<file path="src/rtl/accum_seg7_stage_pkg.sv">
// Shared definitions for the accumulator / seven-segment display stage.
// Holds the op encoding, the control FSM state enum, the registered command
// record layout and the hex-to-segment table used by hex_seg7_decoder.
package accum_seg7_stage_pkg;

    // Op field encoding on io_in[7:6]
    localparam logic [1:0] OpNop   = 2'b00;
    localparam logic [1:0] OpLoad  = 2'b01;
    localparam logic [1:0] OpAdd   = 2'b10;
    localparam logic [1:0] OpClear = 2'b11;

    typedef enum logic [1:0] {
        StIdle,
        StExec,
        StWaitRel
    } state_e;

    // Field order matches the pad layout io_in[7:2] = {op, data}
    typedef struct packed {
        logic [1:0] op;
        logic [3:0] data;
    } cmd_t;

    // Segment patterns, bit0=a .. bit6=g, active-high
    localparam logic [6:0] SegTable [16] = '{
        7'h3F, 7'h06, 7'h5B, 7'h4F, 7'h66, 7'h6D, 7'h7D, 7'h07,
        7'h7F, 7'h6F, 7'h77, 7'h7C, 7'h39, 7'h5E, 7'h79, 7'h71
    };

endpackage

</file>
<file path="src/rtl/accum_seg7_stage_if.sv">
// Pad bus of the display stage: 8 inputs and 8 outputs.
//   io_in[0] clk, io_in[1] rst, io_in[5:2] data, io_in[7:6] op
//   io_out[6:0] segments a..g, io_out[7] overflow indicator
// master drives the inputs (board / bench), slave is the stage itself.
interface accum_seg7_stage_if;
    logic [7:0] io_in;
    logic [7:0] io_out;

    modport master (
        output io_in,
        input  io_out
    );

    modport slave (
        input  io_in,
        output io_out
    );
endinterface

</file>
<file path="src/rtl/hex_seg7_decoder.sv">
// Combinational hex digit to seven-segment decoder.
//   hex_i  4-bit digit
//   seg_o  segment pattern, bit0=a .. bit6=g, active-high
module hex_seg7_decoder
    import accum_seg7_stage_pkg::*;
(
    input  logic [3:0] hex_i,
    output logic [6:0] seg_o
);

    always_comb begin
        seg_o = SegTable[hex_i];
    end

endmodule

</file>
<file path="src/rtl/accum_seg7_stage.sv">
// 4-bit accumulator with seven-segment readout and blinking overflow lamp.
// Ports (all through the pad interface, slave side):
//   io_in[0] clk, io_in[1] rst (synchronous, active-high)
//   io_in[5:2] data nibble, io_in[7:6] op (NOP/LOAD/ADD/CLEAR)
//   io_out[6:0] digit of the accumulator, io_out[7] blinking overflow flag
// Each op assertion runs exactly once: the op must return to NOP before a
// new command is accepted.
module accum_seg7_stage
    import accum_seg7_stage_pkg::*;
#(
    parameter int unsigned BLINK_BITS = 3
) (
    accum_seg7_stage_if.slave pad_io
);

    logic clk;
    logic rst;

    assign clk = pad_io.io_in[0];
    assign rst = pad_io.io_in[1];

    state_e                state_q, state_d;
    cmd_t                  in_q, in_d;
    cmd_t                  cmd_q, cmd_d;
    logic [3:0]            acc_q, acc_d;
    logic                  ovf_q, ovf_d;
    logic [BLINK_BITS-1:0] blink_q, blink_d;

    logic [4:0]            sum;
    logic [6:0]            seg;

    // The single adder; bit 4 is the carry-out
    assign sum = {1'b0, acc_q} + {1'b0, cmd_q.data};

    always_comb begin
        in_d    = pad_io.io_in[7:2];
        state_d = state_q;
        cmd_d   = cmd_q;
        acc_d   = acc_q;
        ovf_d   = ovf_q;

        case (state_q)
            StIdle: begin
                if (in_q.op != OpNop) begin
                    state_d = StExec;
                    cmd_d   = in_q;
                end
            end
            StExec: begin
                state_d = StWaitRel;
                case (cmd_q.op)
                    OpLoad: begin
                        acc_d = cmd_q.data;
                        ovf_d = 1'b0;
                    end
                    OpAdd: begin
                        acc_d = sum[3:0];
                        ovf_d = ovf_q | sum[4];
                    end
                    OpClear: begin
                        acc_d = 4'h0;
                        ovf_d = 1'b0;
                    end
                    default: ;
                endcase
            end
            StWaitRel: begin
                // Any non-NOP value, even a different op, keeps us here
                if (in_q.op == OpNop) begin
                    state_d = StIdle;
                end
            end
            default: state_d = StIdle;
        endcase

        // Held at zero while clear, so it restarts from zero when ovf rises
        if (ovf_q) begin
            blink_d = blink_q + 1'b1;
        end else begin
            blink_d = '0;
        end
    end

    always_ff @(posedge clk) begin
        if (rst) begin
            state_q <= StIdle;
            in_q    <= '0;
            cmd_q   <= '0;
            acc_q   <= 4'h0;
            ovf_q   <= 1'b0;
            blink_q <= '0;
        end else begin
            state_q <= state_d;
            in_q    <= in_d;
            cmd_q   <= cmd_d;
            acc_q   <= acc_d;
            ovf_q   <= ovf_d;
            blink_q <= blink_d;
        end
    end

    hex_seg7_decoder u_dec (
        .hex_i (acc_q),
        .seg_o (seg)
    );

    assign pad_io.io_out = {ovf_q & ~blink_q[BLINK_BITS-1], seg};

endmodule

</file>
<file path="src/flat_wrapper.sv">
// flat-port wrapper written by rule: the top's interface ports become plain ports
module accum_seg7_stage_flat import accum_seg7_stage_pkg::*;
#(
    parameter int unsigned BLINK_BITS = 3
)
  (pad_io_io_in, pad_io_io_out);
  accum_seg7_stage_if pad_io_i ();
  input wire logic [$bits(pad_io_i.io_in)-1:0] pad_io_io_in;
  output wire logic [$bits(pad_io_i.io_out)-1:0] pad_io_io_out;
  assign pad_io_i.io_in = pad_io_io_in;
  assign pad_io_io_out = pad_io_i.io_out;
  accum_seg7_stage #(.BLINK_BITS(BLINK_BITS)) u_core (.pad_io(pad_io_i));
endmodule
</file>
<file path="config.mk">
export PLATFORM = sky130hd
export DESIGN_NAME = accum_seg7_stage_flat
export DESIGN_NICKNAME = d
export VERILOG_FILES = /design/src/rtl/accum_seg7_stage_pkg.sv /design/src/rtl/accum_seg7_stage_if.sv /design/src/rtl/hex_seg7_decoder.sv /design/src/rtl/accum_seg7_stage.sv /design/src/flat_wrapper.sv
export SDC_FILE = /design/constraint.sdc
export NUM_CORES = 1
export LEC_CHECK = 0
export ABC_AREA = 1
export CAP_MARGIN = 0
export CORE_UTILIZATION = 30
export CTS_BUF_LIST = sky130_fd_sc_hd__clkbuf_16
export DETAILED_ROUTE_END_ITERATION = 8
export PLACE_DENSITY_LB_ADDON = 0.08
export SLEW_MARGIN = 20
export SYNTH_ARGS = -nofsm -noshare
export SYNTH_HDL_FRONTEND = slang
export SYNTH_SLANG_ARGS = --single-unit
export TNS_END_PERCENT = 5
</file>
<file path="constraint.sdc">
create_clock -name pad_io_io_in -period 3 [get_ports pad_io_io_in]
set_input_delay 0.6 -clock pad_io_io_in [delete_from_list [all_inputs] [get_ports pad_io_io_in]]
set_output_delay 0.6 -clock pad_io_io_in [all_outputs]
set_load 0.02 [all_outputs]
</file>
-- After elaboration in Yosys (flattened, before gate mapping)
Memories as Yosys holds them, arrays and structs flattened.
Cells that the tools add are included.
- memories kept: 1
- input bits: 8
- flip-flop bits (word level): 22
- ROM bits: 112
- $add $sub $neg: 2
- $lt $le $gt $ge: 1
- reduce and logical (&&, ||, !) cells: 11
- bitwise gates (word level): 5
- eq/ne operators: 7
- mux-type cells: 7
- memory list (name ; words ; bits a word ; rd ports ; clocked after Yosys merged registers in ; write ports ; RTL line ; source):
    (no name shown) ; 16 ; 7 ; 1 ; 0 ; 0 ; hex_seg7_decoder.sv:12 ; seg_o = SegTable[hex_i];
- operator list (kind ; count):
    $mux 7 ; 2
    $pmux 4 s3 ; 1
    $reduce_and 2->1 ; 4
    $eq 2x2->1 const B ; 3
    $pmux 2 s3 ; 1
    $add 4x4->5 ; 1
    $ge 5x5->1 const B ; 1
    $not 4->5 ; 1
    $eq 2x1->1 const B ; 2
    $logic_not 2->1 ; 2
    $mux 2 ; 2
    $ne 2x1->1 const B ; 2
    $reduce_bool 2->1 ; 2
    $reduce_or 2->1 ; 2
    $add 3x1->3 const B ; 1
    $reduce_bool 3->1 ; 1
    $not 1->1 ; 2
    $pmux 1 s2 ; 1
    $and 1x1->1 ; 1
    $or 1x1->1 ; 1

-- Longest topological paths before layout
- depth in word-level cells: 4
- gate-level depth with buffers: 8
- depth with buffers taken out: 8

-- Modules after synthesis
A second synthesis with hierarchy kept.
- cells, all modules: 174
- area total of the unflattened synthesis: 1257.5 sq um
- by module, submodules not included (module ; instances ; area each (sq um) ; cells each):
    accum_seg7_stage ; 1 ; 987.2 ; 122
    hex_seg7_decoder ; 1 ; 270.3 ; 52

-- Least setup slack after synthesis
No wires, ideal clock.
- path kind: register to output
- start: reg u_core.acc_q[1]
- end: out pad_io_io_out[0]
- arrival time: 1.358 ns
- slack: 1.042 ns
- data required time: 2.400 ns
- cell stages (with the launch flop): 6
- path buffers: 0
- cells stage by stage: dfxtp_1 > inv_1 > ha_1 > inv_1 > o21ai_1 > o21ai_0
- cells in the longest elaborated chain, start to end: 4
- ends and longest elaborated chain (item ; RTL line ; source):
    start: declaration ; accum_seg7_stage.sv:25 ; logic [3:0] acc_q, acc_d;
    start signal: assignment ; accum_seg7_stage.sv:89 ; acc_q <= 4'h0;
    start signal: assignment ; accum_seg7_stage.sv:96 ; acc_q <= acc_d;
    $not 4->5 (not written as such) ; hex_seg7_decoder.sv:12 ;
    $mem_v2 16x7 ; -- ;
    $mux 7 (not written as such) (2 in series) ; hex_seg7_decoder.sv:12 ;
    end: declaration ; flat_wrapper.sv:9 ; output wire logic [$bits(pad_io_i.io_out)-1:0] pad_io_io_out;
No other way between the ends. The select of a mux whose other input is x is not followed.

-- Final worst setup path
- start: reg u_core.acc_q[1]
- end: out pad_io_io_out[3]
The elaborated chain is that of the path after synthesis.

==> results by group <==
Outcome
  • Status: finished with violations
  • Failing checks: negative hold slack

Route
  • # DRC: 0
  • Drt total wl: 2540 µm
  • Pre-antenna DRT Iters: 4
  • Vias after detailed routing: 1,114
  • Vias per Instance: 4.66
  • WL per Instance: 10.6 µm
  • Starting DRT DRC Count: 49
  • Final ANT Viol Nets: 0

Floorplanning
  • Die width: 64.8 µm
  • Die Ht: 64.8 µm
  • Core area: 0.00372 mm²
  • FP Rows: 22
  • Die Area: 0.00420 mm²
  • I/O pin count: 16
  • Initial Utilization: 31.9%

Clock network
  • Hold-fix buffers at CTS: 0
  • Post-cts resize count: 0
  • Number of setup buffers added after CTS: 0
  • Clock-pin slew on the worst setup and hold paths: 60 ps
  • CTS tree: done
  • Clock Sinks: 22
  • Clk_lat worst skew: 250 ps

Synth
  • EDFF count, synth: 0
  • Syn nets: 183
  • Avg Cell Area, Syn: 7.31 µm²
  • Post-synthesis sequential area ratio: 37.2%
  • Count leader, synth: inv_1
  • Top post-synthesis cells by area: dfxtp_1, ha_1, inv_1
  • Dominant synthesized flop cell: dfxtp_1
  • Synth unique cells: 21
  • Synth top cells by count: inv_1, nor2_1, dfxtp_1, nand2_1, a21oi_1
  • Post-synth top area cell: dfxtp_1
  • Synth top area share: 37.2%
  • Mapped Area: 0.00118 mm²
  • FFs w/ async S/R, synth: 0%
  • Register bit total from synthesis: 22
  • Instance count of the mapped netlist: 162
  • Yosys Warn Count: 0

Timing
  • Unrepaired setup endpoints after global routing: no
  • Max-slew violation count: 0
  • Setup slack after layout: 280 ps
  • TNS Setup: 0 ps
  • Worst Max-Slew Pin Slew: 299 ps
  • Final-report hold violation count: 6
  • Final Skew: 1.64 ps
  • Max-slew headroom: 80.0%
  • Post-route minimum period: 2720 ps
  • Setup violations, final: 0
  • Hold WS: -137 ps
  • Fmax: 0.368 GHz
  • Fin crit share: 90.7%

Setup path
  • Critical Path Max Stage Delay: 620 ps
  • Most frequent cell on the critical path: a21oi_1
  • Buffers & Inverters on Critical Path: 3
  • Worst path slowest cell: clkdlybuf4s50_1
  • CP max FO: 7
  • Crit path max-delay family: buffers and inverters
  • Worst setup EP type: output port
  • Crit path kind: register to output port
  • Critical Path RT: 2400 ps
  • CP cell instances: inv_1, ha_1, a21oi_1, inv_2, a21oi_1, a21oi_1, clkdlybuf4s50_1
  • Startpoint types: register
  • Worst Path Arrival: 2120 ps

Pwr
  • Peak VDD IR: 0.787 mV
  • Pwr/cell area: 904 mW/mm²
  • Leakage Power: 0.000647 µW
  • Final Total Pwr: 1460 µW

GRT
  • First-pass GRT wire length: 4490 µm
  • Gr usage total: 15.0%
  • Largest net degree at the start of global routing: 13
  • Number of antenna violations at the first check in global routing: 0
  • Number of global-route vias before repair: 1,357
  • Grt ovf: 0

Place
  • Post-Place Worst Slack: 572 ps
  • Detailed Place HPWL: 1850 µm
  • RD Place Congestion: 0.809
  • Dpl cell area: 0.00131 mm²
  • I/O Buffers: 8

Finish
  • Area Growth Syn to Fin: 36.0%
  • Final net count: 212
  • Final instance area: 0.00161 mm²
  • Ratio of cells with drive above 1 in the final layout: 17.8%
  • Antenna fix cells: 0

Min path
  • Worst hold path type: clock port to register

Flow run
  • Max Cap Viol: 0
layer usage:
layer	GRT usage (%)	vias up	share of wire, %
li1	-	568	-
met5	0	-	0
met1	11.1	498	42
met2	19.7	35	48
met4	24.2	0	4.2
met3	11.3	13	5.4
final timing paths:
| kind | start | endpoint | slack, ps | cells after the start |
|---|---|---|---|---|
| min reg2reg | u_core.blink_q[0]$_SDFF_PP0_ | u_core.blink_q[0]$_SDFF_PP0_ | 430 | 1 |
| min | pad_io_io_in[3] | u_core.in_q[1]$_SDFF_PP0_ | -140 | 2 |
| max reg2reg | u_core.acc_q[0]$_SDFFE_PP0P_ | u_core.ovf_q$_SDFFE_PP0P_ | 1420 | 8 |
| max | u_core.acc_q[1]$_SDFFE_PP0P_ | pad_io_io_out[3] | 280 | 7 |
power by group:
| part | internal (µW) | switching [µW] |
|---|---|---|
| clock | 701 | 430 |
| combinational | 0 | 0 |
| sequential | 327 | 0 |
area by class of cell:
class                      count  area, µm²
fill                         383       2100
multi-input combinational    105        607
sequential                    22        440
clock buffer                  10        250
inverter                      26       98.8
timing repair buffer           8       80.1
clock inverter                20       75.1
tap                           48       60.1
through the flow:
step           utilization (%)  hold slack [ps]  instances
2_1_floorplan                -              115        162
3_3_place_gp              35.3             69.1        216
3_5_place_dp              35.3             69.1        216
4_1_cts                   43.4             -131        239
5_1_grt                   43.4             -140        239
6_report                  43.4             -137        239
kinds of logic after synthesis:
group	after synthesis	synth area share (%)
simple gates	52	19.1
buf+inv	35	11.6
fa+ha+maj	13	14.4
flops	22	37.2
compound gates	39	17.0
xor+xnor	1	0.739
state kept, by name, indices dropped and copies added, names as in the netlist:
signal          count
u_core.cmd_q        6
u_core.in_q         6
u_core.acc_q        4
u_core.blink_q      3
u_core.state_q      2
u_core.ovf_q        1
placed cells by master, fill, tap and decap left out, drive strengths merged:
cell type       n
nand3           9
xnor2           1
a31oi           1
fa              1
o21ai          19
dfxtp          22
inv            44
ha             12
clkinv          2
a21oi          18
nor2           23
clkbuf         10
nand2          20
o22ai           1
clkdlybuf4s50   8
No activity file was read; power rests on OpenSTA's default activity.
